[config.mk]
export PLATFORM = sky130hd
export DESIGN_NAME = hbm_cmd_unpacker
export DESIGN_NICKNAME = d
export VERILOG_FILES = /design/src/rtl/hbm_cmd_unpacker.sv
export SDC_FILE = /design/constraint.sdc
export NUM_CORES = 2
export LEC_CHECK = 0
export CAP_MARGIN = 0
export CELL_PAD_IN_SITES_DETAIL_PLACEMENT = 1
export CELL_PAD_IN_SITES_GLOBAL_PLACEMENT = 2
export CORE_AREA = 2 2 682 684
export DETAILED_ROUTE_END_ITERATION = 7
export DIE_AREA = 0 0 684 686
export PLACE_DENSITY_LB_ADDON = 0.1
export SLEW_MARGIN = 20
export SYNTH_ARGS = -nofsm -noshare
export SYNTH_HDL_FRONTEND = slang
export SYNTH_SLANG_ARGS = --single-unit
[constraint.sdc]
create_clock -name clk -period 1.65 [get_ports clk]
set_input_delay 0.33 -clock clk [delete_from_list [all_inputs] [get_ports clk]]
set_output_delay 0.33 -clock clk [all_outputs]
set_load 0.02 [all_outputs]
[src/rtl/hbm_cmd_unpacker.sv]
// hbm_cmd_unpacker
//   Pops packed command words (4 x 32-bit slots) together with their 1024-bit
//   write-data words from the command FIFOs and replays them to the HBM
//   adapter as two commands per dfi clock: slots 0/1 (upper halves) first,
//   then slots 2/3 (lower halves). A NOP pair (all-ones command field) is
//   inserted whenever the next word is not already in flight.
//
// Ports
//   clk, rst         dfi clock, synchronous active-high reset
//   en               allow new FIFO reads
//   cmd_fifo_empty   command FIFO empty
//   cmd_fifo_rd_en   pop strobe shared by the command and write-data FIFOs
//   cmd_fifo_dout    packed command word, valid the cycle after rd_en
//   wr_fifo_dout     write-data word, popped with the same rd_en
//   out_valid        slot outputs carry a real command pair
//   out_cmd/row/col/ba/pc/ch  slot pair fields, slot A in the LSBs
//   out_wrdata       write data for the current pair
//   busy             FSM not idle
//
// Optional build macro HBM_CMD_UNPACK_CHK_EN adds:
//   err_ch_mismatch  sticky flag: a captured word's four channel ids differ
//   underrun_cnt     saturating count of bubbles taken while en=1
module hbm_cmd_unpacker #(
    parameter int CH_W  = 3,
    parameter int PC_W  = 1,
    parameter int BA_W  = 4,
    parameter int COL_W = 6,
    parameter int ROW_W = 14,
    parameter int CMD_W = 4
) (
    input  logic                 clk,
    input  logic                 rst,
    input  logic                 en,
    input  logic                 cmd_fifo_empty,
    output logic                 cmd_fifo_rd_en,
    input  logic [127:0]         cmd_fifo_dout,
    input  logic [1023:0]        wr_fifo_dout,
    output logic                 out_valid,
    output logic [2*CMD_W-1:0]   out_cmd,
    output logic [2*ROW_W-1:0]   out_row,
    output logic [2*COL_W-1:0]   out_col,
    output logic [2*BA_W-1:0]    out_ba,
    output logic [2*PC_W-1:0]    out_pc,
    output logic [2*CH_W-1:0]    out_ch,
    output logic [511:0]         out_wrdata,
    output logic                 busy
`ifdef HBM_CMD_UNPACK_CHK_EN
    ,
    output logic                 err_ch_mismatch,
    output logic [15:0]          underrun_cnt
`endif
);

    // Field offsets inside one 64-bit half word (LSB first: cmd, row, col, ba, pc, ch).
    localparam int OFF_ROW = 2*CMD_W;
    localparam int OFF_COL = OFF_ROW + 2*ROW_W;
    localparam int OFF_BA  = OFF_COL + 2*COL_W;
    localparam int OFF_PC  = OFF_BA  + 2*BA_W;
    localparam int OFF_CH  = OFF_PC  + 2*PC_W;

    typedef enum logic [1:0] {S_IDLE, S_WAIT, S_HI, S_LO} state_t;
    typedef enum logic [1:0] {LD_HOLD, LD_UPPER, LD_LOWER, LD_BUBBLE} load_t;

    state_t        state_r, state_nxt;
    load_t         ld;
    logic          pend_r, pend_nxt;
    logic          can_rd;
    logic [63:0]   word_cmd_r;     // lower command half, replayed in S_HI->S_LO
    logic [511:0]  word_wr_r;      // lower write-data half
    logic [63:0]   half;
    logic [511:0]  half_wr;

    assign can_rd = en & ~cmd_fifo_empty & ~rst;
    assign busy   = (state_r != S_IDLE);

    // State register
    always_ff @(posedge clk) begin
        if (rst) begin
            state_r <= S_IDLE;
            pend_r  <= 1'b0;
        end else begin
            state_r <= state_nxt;
            pend_r  <= pend_nxt;
        end
    end

    // Next-state logic
    always_comb begin
        state_nxt = state_r;
        case (state_r)
            S_IDLE: if (can_rd) state_nxt = S_WAIT;
            S_WAIT: state_nxt = S_HI;
            S_HI:   state_nxt = S_LO;
            S_LO: begin
                if (pend_r)      state_nxt = S_HI;
                else if (can_rd) state_nxt = S_WAIT;
                else             state_nxt = S_IDLE;
            end
            default: state_nxt = S_IDLE;
        endcase
    end

    // Output / control decode. The read strobe is decoded from the state
    // register so the popped word lands exactly in S_WAIT or in the S_LO
    // cycle that follows a prefetch.
    always_comb begin
        cmd_fifo_rd_en = 1'b0;
        ld             = LD_HOLD;
        pend_nxt       = pend_r;
        case (state_r)
            S_IDLE: cmd_fifo_rd_en = can_rd;
            S_WAIT: ld = LD_UPPER;
            S_HI: begin
                ld             = LD_LOWER;
                cmd_fifo_rd_en = can_rd;
                pend_nxt       = can_rd;
            end
            S_LO: begin
                if (pend_r) begin
                    ld       = LD_UPPER;
                    pend_nxt = 1'b0;
                end else begin
                    ld             = LD_BUBBLE;
                    cmd_fifo_rd_en = can_rd;
                end
            end
            default: ;
        endcase
    end

    // Upper half is taken straight from the FIFO outputs in the capture cycle;
    // only the lower half needs to be held for the following cycle.
    assign half    = (ld == LD_UPPER) ? cmd_fifo_dout[127:64]   : word_cmd_r;
    assign half_wr = (ld == LD_UPPER) ? wr_fifo_dout[1023:512]  : word_wr_r;

    always_ff @(posedge clk) begin
        if (rst) begin
            word_cmd_r <= '0;
            word_wr_r  <= '0;
            out_valid  <= 1'b0;
            out_cmd    <= '1;
            out_row    <= '0;
            out_col    <= '0;
            out_ba     <= '0;
            out_pc     <= '0;
            out_ch     <= '0;
            out_wrdata <= '0;
        end else begin
            if (ld == LD_UPPER) begin
                word_cmd_r <= cmd_fifo_dout[63:0];
                word_wr_r  <= wr_fifo_dout[511:0];
            end
            if (ld == LD_UPPER || ld == LD_LOWER) begin
                out_valid  <= 1'b1;
                out_cmd    <= half[0       +: 2*CMD_W];
                out_row    <= half[OFF_ROW +: 2*ROW_W];
                out_col    <= half[OFF_COL +: 2*COL_W];
                out_ba     <= half[OFF_BA  +: 2*BA_W];
                out_pc     <= half[OFF_PC  +: 2*PC_W];
                out_ch     <= half[OFF_CH  +: 2*CH_W];
                out_wrdata <= half_wr;
            end else if (ld == LD_BUBBLE) begin
                out_valid <= 1'b0;
                out_cmd   <= '1;
            end
        end
    end

`ifdef HBM_CMD_UNPACK_CHK_EN
    logic [CH_W-1:0] ch0, ch1, ch2, ch3;
    assign ch0 = cmd_fifo_dout[64 + OFF_CH        +: CH_W];
    assign ch1 = cmd_fifo_dout[64 + OFF_CH + CH_W +: CH_W];
    assign ch2 = cmd_fifo_dout[OFF_CH             +: CH_W];
    assign ch3 = cmd_fifo_dout[OFF_CH + CH_W      +: CH_W];

    always_ff @(posedge clk) begin
        if (rst) begin
            err_ch_mismatch <= 1'b0;
            underrun_cnt    <= '0;
        end else begin
            if (ld == LD_UPPER && (ch0 != ch1 || ch0 != ch2 || ch0 != ch3))
                err_ch_mismatch <= 1'b1;
            if (ld == LD_BUBBLE && en && underrun_cnt != 16'hFFFF)
                underrun_cnt <= underrun_cnt + 16'd1;
        end
    end
`endif

endmodule

# Word-level counts from Yosys, hierarchy flattened
# Cells that the tools add are included.
# word_totals
ff_bits	1156
in_bits	1156
output_inout_bits	579
elab_cells	44
# op_classes
eq_ne	7
muxes	15
bitwise_logic	4
reduce_logical	6
# ops
cell	count
512-bit 2-to-1 mux	1
64-bit 2-to-1 mux	1
8-bit 2-to-1 mux	2
2-bit == test, second input constant	4
2-bit one-hot mux with 4 select lines	1
2-bit 2-to-1 mux	3
2-bit one-hot mux with 3 select lines	1
2-bit nonzero test	3
2-bit by 1-bit == test with 1-bit output, second input constant	2
1-bit 2-to-1 mux	4
1-bit one-hot mux with 2 select lines	2
1-bit bitwise AND	2
2-bit logical NOT	1
2-bit != test, second input constant	1
1-bit inverter	2
2-bit OR reduction	1
1-bit logical OR	1

# Longest topological paths before layout
# depth
depth_word	6
mapped_depth	7
ltp_nobuf	3

# Worst setup path before layout
# OpenSTA, ideal clock, no wires.
# synth_timing
path_kind	reg-to-output
from	reg state_r[1]
to	out cmd_fifo_rd_en
t_arrival_ns	1.239
required_ns	1.320
setup_slack_ns	0.081
stages_incl_launch_ff	6
path_buffers	2
path_cell_list	dfxtp_1 -> and2b_1 -> buf_4 -> buf_2 -> o21ai_0 -> nor2_1
# synth_via
elab_chain_len	3
elab_cells_between_ends	5
cone_classes	2 x eq/ne; 1 x mux; 2 x reduce/logical
# synth_lines
item	line	rtl
start, declared	64	state_t state_r, state_nxt;
start signal, assigned	82	state_r <= state_nxt;
2-bit == test or 2-bit logical NOT (tied branches)	110	case (state_r)
2-bit OR reduction (no source line)	n/a	
1-bit one-hot mux with 2 select lines *	110	
end, declared	35	output logic cmd_fifo_rd_en,
# Every way passes the cells marked *; elsewhere a longest branch is shown, timed or not.

# Worst setup path in the final report
# layout_timing
from	reg pend_r
to	out cmd_fifo_rd_en
# layout_via
elab_chain_len	2
# layout_lines
item	line	rtl
start, declared	66	logic pend_r, pend_nxt;
start signal, assigned	83	pend_r <= pend_nxt;
1-bit 2-to-1 mux	119	if (pend_r) begin
1-bit one-hot mux with 2 select lines	110	
# Every way passes these cells.

==> Implementation_results.wiki <==
{| class="wikitable"
! Metric !! Value
|-
| Critical Path AT || 1.79 ns
|-
| Fmax achieved || 0.471 GHz
|-
| Final routed wirelength across all metal layers || 446,000 um
|-
| Critical path capture point || cmd_fifo_rd_en
|-
| P per Cell Area || 982 nW/um2
|-
| Starting density of the core || 10.3%
|-
| Global router's overall resource usage || 16.9%
|-
| Top_reg_cell synth || dfxtp_1
|-
| Hold violation count in the final report || 0
|-
| Highest fanout seen on the critical path || 2
|-
| Switching Share || 31.6%
|-
| Post-layout minimum cycle time || 2.12 ns
|-
| Die ar. || 469,000 um2
|-
| Global-route wire length before repair || 557,000 um
|-
| Die Width || 684 um
|-
| Violated checks || negative setup slack
|-
| Clock latency on the worst-skew pair || 0.89 ns
|-
| Power dissipated by switching net loads || 29,200 uW
|-
| Number of sinks on the clock net || 1,156
|-
| Number of maximum-capacitance violations || 0
|-
| Ports placed on the boundary || 1,735
|-
| Register area share after synthesis || 48.8%
|-
| Clock tree root buffer cell || clkbuf_16
|-
| Crit Reg-Reg Endpoint || word_wr_r[271]
|-
| Post-route design area || 94,100 um2
|-
| Synthesized instance count || 5,393
|-
| Slew Viols, Final || 0
|-
| Maximum vdd ir drop || 0.000658 V
|-
| Vias per Instance || 4.13
|-
| GRT overflow || 0
|-
| Clock network fraction of total power || 42.9%
|-
| Ys async rst share || 0%
|-
| Flop and latch count out of synthesis || 1,156
|-
| Number of enable flip-flop cells after synthesis || 0
|-
| H-tree depth || 4
|-
| Vias after detailed routing || 58,500
|-
| Syn avg cell area || 8.79 um2
|-
| R2R cell count || 10
|-
| Sort of element at the end of the critical path || output port
|-
| Post-Syn Nets || 6,549
|-
| Normalized max-slew margin || 62.1%
|-
| CP Launch Type || register
|-
| Design internal power || 63,200 uW
|-
| Unrepaired setup endpoints after global routing || true
|-
| Post-Synthesis Cell Area || 47,400 um2
|-
| Finish-stage setup viols || 1,610
|-
| Area inside the core boundary || 462,000 um2
|-
| Biggest area consumer among synthesized cells || dfxtp_1
|-
| CTS tree || yes
|-
| Utilization of the core after routing || 20.4%
|-
| Unique cell type count in the Yosys netlist || 24
|-
| Relative contribution of combinational cells to total power || 23.8%
|-
| Total number of nets in the final design || 8,933
|-
| Post-DR wirelength/cell || 31.5 um
|-
| Initial antenna violation count || 295
|-
| Total CTS buffers || 179
|-
| CTS clock-pin slew for the worst setup and hold paths || 0.06 ns
|-
| DP Wirelength || 310,000 um
|-
| Count of yosys warnings during synthesis || 0
|-
| Total leakage power || 0.0318 uW
|-
| Worst path setup slack after routing || -0.475 ns
|-
| Routability Congestion || 0.791
|-
| Part of the power in registers || 33.3%
|-
| Largest cells by area after synthesis || dfxtp_1 49%, a21oi_1 12%, a32oi_1 10%, o211ai_1 9.0%, o21ai_0 6.1%
|-
| Crit. Startpoint || pend_r
|-
| Ratio of final minimum period to clock period || 129%
|-
| PnR Total Power || 92,400 uW
|-
| Routed Antenna Nets || 0
|-
| Placed standard-cell area || 74,500 um2
|-
| 1st-pass router iterations || 5
|-
| Number of remaining DRC errors || 0
|-
| Top cell type's share of synthesized area || 48.8%
|-
| Post-placement setup slack || -0.776 ns
|-
| Clock tree buffer depth || 4
|-
| Kind of path behind the tightest hold check || input pin to register
|-
| Crit Path Class || register to output port
|-
| Transition time at the pin with the least slew margin || 0.568 ns
|-
| Count of buffers inserted at the top-level ports || 1,734
|-
| DRC marker count from the first detailed-route iteration || 2,957
|-
| Beginning of the worst register-to-register path || pend_r
|-
| Synth-to-layout area growth || 98.6%
|-
| Fraction of final layout cells sized beyond drive strength 1 || 28.9%
|-
| Via count of the first global-routing pass || 60,000
|-
| Worst-case register-to-register setup slack || -0.38 ns
|-
| Result of the run || finished with violations
|-
| Data required time at the worst endpoint || 1.32 ns
|-
| Maximum number of pins on one net before global-route repair || 87
|-
| Worst clock skew on the final layout || 0.0513 ns
|-
| Vertical extent of the die || 686 um
|-
| Row cnt || 250
|}
cells by family (layout without fill, tap and decap cells):
logic type	after synthesis	after routing	share of synthesized area (%)
AOI/OAI and AO/OA	2880	2880	38.1
buffers and inverters	770	3286	6.89
DFF	1156	1156	48.8
other	0	93	0
and+or+nand+nor	587	587	6.21
how the worst min path moves through the flow:
| stage | startpoint | end | slack [ns] | depth (start not counted) |
|---|---|---|---|---|
| after floorplan | word_cmd_r[63] | word_cmd_r[63] | 0.45 | 2 |
| after global placement | word_cmd_r[24] | word_cmd_r[24] | 0.46 | 2 |
| after detailed placement | word_wr_r[242] | word_wr_r[242] | 0.47 | 2 |
| after CTS | wr_fifo_dout[244] | word_wr_r[244] | 0.0004 | 3 |
| after global routing | wr_fifo_dout[244] | word_wr_r[244] | 0.03 | 3 |
| final | wr_fifo_dout[244] | word_wr_r[244] | 0.11 | 3 |
synth_stat cells, types with 2 or more instances:
library cell / n
o31a_1: 5
dfxtp_1: 1156
nor2b_1: 2
nand3_1: 576
a221oi_1: 3
o32a_1: 5
a21oi_1: 1148
buf_2: 265
buf_1: 46
inv_1: 3
o211ai_1: 568
buf_4: 11
a32oi_1: 568
nor2_1: 3
o21ai_0: 580
clkbuf_1: 444
and2b_1: 2
nand2b_1: 2
power by group through the flow:
stage                     sequential (uW)  combinational, uW  clock, uW
after global placement              31100              17000          0
after global routing                31000              23200      42300
after floorplan                     31800               5410          0
after CTS                           30800              19400      41500
after detailed placement            31100              17000          0
final                               30800              22000      39600
worst max-delay path, cell delays in order, from the launching register on:
cell and delay [ns]:
dfxtp_2 0.32, and2b_4 0.27, o21ai_4 0.06, nor2_2 0.12, buf_6 0.13
per-layer routing:
| metal | GRT usage (%) | part of all wire [%] | vias up |
|---|---|---|---|
| li1 | - | - | 25900 |
| met1 | 19.9 | 42 | 29900 |
| met2 | 30.1 | 49 | 1853 |
| met3 | 4.63 | 6.1 | 763 |
| met4 | 4.39 | 3.1 | 98 |
| met5 | 0 | 0.14 | - |
per-stage QoR:
stage | setup TNS, ns | cells | hold slack [ns]
after global placement | -172.28 | 13000 | 0.459
final | -265.07 | 14200 | 0.112
after floorplan | 0 | 5393 | 0.454
after detailed placement | -178.48 | 13000 | 0.469
after global routing | -431.75 | 14100 | 0.0340
after CTS | -512.82 | 13800 | 0.000357
area by class of cell:
cell class                 instances  area [um2]
fill                           52700      368000
timing repair buffer            2969       34600
sequential                      1156       23900
multi-input combinational       3467       21800
tap                             6174        7720
clock buffer                     276        5430
clock inverter                    37         392
antenna                           93         233
inverter                           4        22.5
timing repair:
item	in CTS	in global routing
setup endpoints to repair	1659	1732
resized for setup	3966	489
hold endpoints to repair	453	0
hold buffers	433	0
pin swaps	23	311
setup buffers	112	125
gates cloned	30	127
registers in the layout, summed over array words and instances, names as in the netlist:
register,count
out_wrdata,512
state_r,2
word_cmd_r,64
out_ba,8
out_pc,2
out_row,28
out_col,12
pend_r,1
out_cmd,8
word_wr_r,512
out_ch,6
out_valid,1
placed cells by master (no fill, tap or decap), types with 2 or more instances in the layout:
cell type           n
clkdlybuf4s50_1  1154
a21oi_1          1127
clkinv_2           22
a21oi_2            21
o31a_1              5
o21ai_4             2
inv_16              2
buf_4             414
bufbuf_16           5
nand2b_4            2
o32a_1              5
a32oi_2            42
nor2b_1             2
dfxtp_1           656
buf_8              41
nand3_4             8
o21ai_2            30
buf_16             86
diode_2            93
a32oi_1           518
inv_6               6
buf_12            190
bufinv_16           5
clkbuf_8           52
dlygate4sd3_1     432
o21ai_0           441
a221oi_1            3
a32oi_4             8
o21ai_1           107
inv_1               2
clkbuf_1           42
o211ai_1          568
dfxtp_4            57
buf_6             549
clkbuf_16         280
nand3_1           559
dfxtp_2           443
nand3_2             9
and2b_4             2
(Power assumes the default switching activity.)
